$ cat src/rtl/fifo_rd_pkg.sv
// Shared types for the FIFO read-side serializer: state encoding and index sizing.
package fifo_rd_pkg;

    typedef enum logic {
        StIdle = 1'b0,
        StSend = 1'b1
    } rd_state_e;

    // Slice index width; a single-slice word still needs one bit to hold index 0.
    function automatic int unsigned idx_width(input int unsigned ratio);
        return (ratio > 1) ? $clog2(ratio) : 1;
    endfunction

endpackage

$ cat src/rtl/fifo_rd_serializer.sv
// Pops wide words from a show-ahead FIFO and emits them LSB-first as OUT_WIDTH slices
// on a valid/ready stream, counting fully transmitted words.
module fifo_rd_serializer
    import fifo_rd_pkg::*;
#(
    parameter int unsigned IN_WIDTH  = 64,
    parameter int unsigned OUT_WIDTH = 16
) (
    input  logic                 clk,
    input  logic                 rst,
    input  logic                 fifo_empty,
    input  logic [IN_WIDTH-1:0]  fifo_dout,
    output logic                 fifo_pop,
    input  logic                 flush,
    output logic                 out_valid,
    input  logic                 out_ready,
    output logic [OUT_WIDTH-1:0] out_data,
    output logic                 out_last,
    output logic [15:0]          words_done
);

    localparam int unsigned RATIO = IN_WIDTH / OUT_WIDTH;
    localparam int unsigned IDX_W = idx_width(RATIO);
    localparam logic [IDX_W-1:0] LAST_IDX = IDX_W'(RATIO - 1);

    if (OUT_WIDTH > IN_WIDTH || (IN_WIDTH % OUT_WIDTH) != 0) begin : g_bad_width
        $error("IN_WIDTH must be a non-zero integer multiple of OUT_WIDTH");
    end

    rd_state_e             state_q, state_d;
    logic [IDX_W-1:0]      idx_q, idx_d;
    logic [IN_WIDTH-1:0]   word_q, word_d;
    logic [15:0]           words_done_q, words_done_d;

    logic                  valid_w;
    logic                  at_last_w;
    logic                  handshake_w;
    logic                  pop_w;

    // State register; the held word is deliberately left unreset.
    always_ff @(posedge clk) begin
        if (rst) begin
            state_q      <= StIdle;
            idx_q        <= '0;
            words_done_q <= '0;
        end else begin
            state_q      <= state_d;
            idx_q        <= idx_d;
            words_done_q <= words_done_d;
        end
    end

    always_ff @(posedge clk) begin
        word_q <= word_d;
    end

    // Next-state logic: flush dominates, a pop reloads even on the last-slice handshake.
    always_comb begin
        state_d      = state_q;
        idx_d        = idx_q;
        word_d       = word_q;
        words_done_d = words_done_q;
        if (flush) begin
            state_d = StIdle;
            idx_d   = '0;
        end else begin
            if (handshake_w) begin
                if (at_last_w) begin
                    words_done_d = words_done_q + 16'd1;
                    state_d      = StIdle;
                    idx_d        = '0;
                end else begin
                    idx_d = idx_q + IDX_W'(1);
                end
            end
            if (pop_w) begin
                word_d  = fifo_dout;
                idx_d   = '0;
                state_d = StSend;
            end
        end
    end

    // Output logic.
    always_comb begin
        valid_w     = (state_q == StSend);
        at_last_w   = (idx_q == LAST_IDX);
        handshake_w = valid_w && out_ready;
        pop_w       = !rst && !fifo_empty && !flush &&
                      ((state_q == StIdle) || (handshake_w && at_last_w));
    end

    assign fifo_pop   = pop_w;
    assign out_valid  = valid_w;
    assign out_last   = valid_w && at_last_w;
    assign out_data   = word_q[int'(idx_q) * OUT_WIDTH +: OUT_WIDTH];
    assign words_done = words_done_q;

endmodule

$ cat config.mk
export PLATFORM = sky130hd
export DESIGN_NAME = fifo_rd_serializer
export DESIGN_NICKNAME = d
export VERILOG_FILES = /design/src/rtl/fifo_rd_pkg.sv /design/src/rtl/fifo_rd_serializer.sv
export SDC_FILE = /design/constraint.sdc
export NUM_CORES = 1
export LEC_CHECK = 0
export ABC_CLOCK_PERIOD_IN_PS = 20400
export BUFFER_PORTS_ARGS = -buffer_cell sky130_fd_sc_hd__buf_2
export CORE_UTILIZATION = 28
export CTS_CLUSTER_DIAMETER = 40
export DETAILED_ROUTE_END_ITERATION = 8
export PLACE_DENSITY = 0.6
export SLEW_MARGIN = 20
export SYNTH_ARGS = -nofsm -noshare
export SYNTH_HDL_FRONTEND = slang
export SYNTH_SLANG_ARGS = --single-unit
$ cat constraint.sdc
create_clock -name clk -period 20.4 [get_ports clk]
set_input_delay 4.08 -clock clk [delete_from_list [all_inputs] [get_ports clk]]
set_output_delay 4.08 -clock clk [all_outputs]
set_load 0.02 [all_outputs]
==> flow_metrics.tcl <==
set metrics [dict create \
    status "finished, final reports clean" \
    min_path_type "reg -> reg" \
    synthXorXnorAreaFrac_pct 2.71 \
    worstMarginPinSlew_ps 1020 \
    hold_viol_final 0 \
    cts_buffers 9 \
    yosys.area_share.simple_pct 9.37 \
    drc 0 \
    cts_tree "yes" \
    routed_wl_mm 6.51 \
    synth_mux_area_share_pct 12.8 \
    post-route-min-period_ps 8990 \
    synth_compound_area_share_pct 1.39 \
    clkLatencyLatePin_ps 330 \
    antenna_violating_nets_post_route 0 \
    path_max_fanout 5 \
    ys.flop_type "edfxtp_1" \
    cts.path.max_buffers 2 \
    p_per_area_nw_per_um2 88.6 \
    worstReg2RegStart "idx_q[1]" \
    cts_resized 0 \
    max_cap_violations 0 \
    track_usage_pct 11.4 \
    ys_seq_area_share_pct 71.3 \
    rsz0062_at_grt "false" \
    period_share_pct 44.1 \
    start_kind "input port" \
    syn_inst 188 \
    cts-root-buf "clkbuf_16" \
    rrSetupSlack_ps 17600 \
    synth_top_family_by_area "multiplexers" \
    synth_top_area_share_pct 59.5 \
    synth_cell_types 35 \
    fillers 1040 \
    hpwl_mm 4.56 \
    max_slew_margin_pct 31.7 \
    die_h_um 109 \
    grt-ovfl-total 0 \
    clk_pin_slew_ps 60 \
    setup-violations-final 0 \
    clock_skew_ps 7.29 \
    fin_nets 367 \
    syn_area_sq_um 3230 \
    yosysMostFrequentCell "edfxtp_1" \
    n_antenna_cell 0 \
    grt_pass1_vias 1980 \
    htree_levels 3 \
    fmax_mhz 111 \
    ff2ff_path_depth 4 \
    end_kind "output port" \
    worstSetupPathType "in -> out" \
    wl_per_cell_um 14.8 \
    num_rows 38 \
    dieArea_sq_um 12000 \
    antenna_found_initial 0 \
    synth_edf_count 64 \
    async_flop_share_pct 0 \
    cp.arrival_ps 4910 \
    grt_pass1_wl_mm 9.84 \
    drv_slew 0 \
    coreArea_sq_um 11000 \
    synth_top_cell_by_area "edfxtp_1" \
    regArea_sq_um 2300 \
    ys_ff_latch 83 \
    drive_gt1_share_pct 47.2 \
    setup_tns_ps 0 \
    multiInputGateArea_sq_um 880 \
    p_leak_nw 1.61 \
    area_delta_synth_final_pct 30.4 \
    yosys-top-cells-area "edfxtp_1, dfxtp_1, mux4_2" \
    numPortBuffers 103 \
    min_from "words_done[1]" \
    holdPathEnd "words_done[1]" \
    synth_nets 259 \
    synthTopCellsByCount "edfxtp_1, dfxtp_1, nor2_1" \
    vdd_ir_drop_max_v 0.0000333 \
    drt_first_iter_violations 73 \
    worstPathRequired_ps 16320 \
    num_vias 1957 \
    via_per_inst 4.44 \
    clock-sinks 83 \
    min_path_cells 2 \
    postSynthAreaPerCell_sq_um 17.2 \
    rr_endpoint "word_q[61]" \
    first_pass_iters 5 \
    yosys.area_share.adder_pct 0.775 \
    start_util_pct 29.3 \
    yosysWarnings 0 \
    holdWs_ps 487 \
    die_w_um 109 \
    finalWeightedCongestion 0.730 \
    hold_buffers 0 \
    io_pins 104 \
    cts_setup_buffers 0 \
    grt_max_degree 65 \
]
## flip-flops by register name (all words and copies together), names as in the netlist
| signal | count |
|---|---|
| out_valid | 1 |
| word_q | 64 |
| words_done | 16 |
| idx_q | 2 |
## per-stage QoR
step | cell area, sq um | utilization, % | power [mW] | cells | setup WS (ps)
after floorplan | 3230 | - | 0.197 | 188 | 9310
after global placement | 3890 | 35.3 | 0.205 | 425 | 11450
after detailed placement | 3890 | 35.3 | 0.206 | 425 | 11410
after CTS | 4210 | 38.2 | 0.378 | 441 | 11410
after global routing | 4210 | 38.2 | 0.386 | 441 | 11350
final | 4210 | 38.2 | 0.373 | 441 | 11410
## worst max-delay path, stage by stage
cell	delay, ps
buf_2	130
a21boi_0	410
nor4_1	100
buf_2	190
## layer usage
metal | GRT usage [%] | vias up | wire length [um]
li1 | - | 943 | -
met1 | 13.4 | 936 | 2710
met2 | 18.1 | 68 | 3130
met3 | 5.28 | 10 | 575
met4 | 4.29 | 0 | 87
met5 | 0 | - | 0
## layout make-up
cell class	instances	area share, %
Multi-Input combinational cell	95	20.9
Clock buffer	11	5.52
Clock inverter	5	2.02
Timing Repair Buffer	105	12.6
Tap cell	140	4.16
Sequential cell	83	54.6
Inverter	2	0.178
## how the worst max path moves through the flow
stage,from,to,slack [ps],depth (start not counted)
2_1_floorplan,rst,word_q[0],9310,2
3_3_place_gp,out_ready,fifo_pop,11450,4
3_5_place_dp,rst,fifo_pop,11410,3
4_1_cts,out_ready,fifo_pop,11410,4
5_1_grt,out_ready,fifo_pop,11350,4
6_report,out_ready,fifo_pop,11410,4
## power by group
group | internal, mW | switching (mW)
Sequential | 0.186 | 0.00100
Combinational | 0.00707 | 0.00735
Clock | 0.108 | 0.0635
Total | 0.301 | 0.0719
## layout by cell type, fill, tap and decap left out, drive strengths merged, types with 2 or more instances in the layout
cell type | Yosys | routed
buf | 6 | 105
edfxtp | 64 | 64
dfxtp | 19 | 19
nor2 | 17 | 17
mux4 | 16 | 16
clkbuf | 2 | 11
xor2 | 9 | 9
nand4 | 7 | 7
nand3 | 6 | 6
nand2 | 5 | 5
a21oi | 4 | 4
mux2 | 4 | 4
nor2b | 3 | 3
nor3 | 3 | 3
and2 | 3 | 3
inv | 2 | 3
and3 | 3 | 3
and4 | 2 | 2
o21ai | 2 | 2
ha | 2 | 2
bufinv | 0 | 2
nor4 | 2 | 2
## logic make-up after synthesis
logic type / count (synthesis)
flops: 83
simple gates: 55
mux: 20
xor+xnor: 10
buf+inv: 10
compound gates: 8
fa+ha+maj: 2
Power figures use the tool's default switching activity.
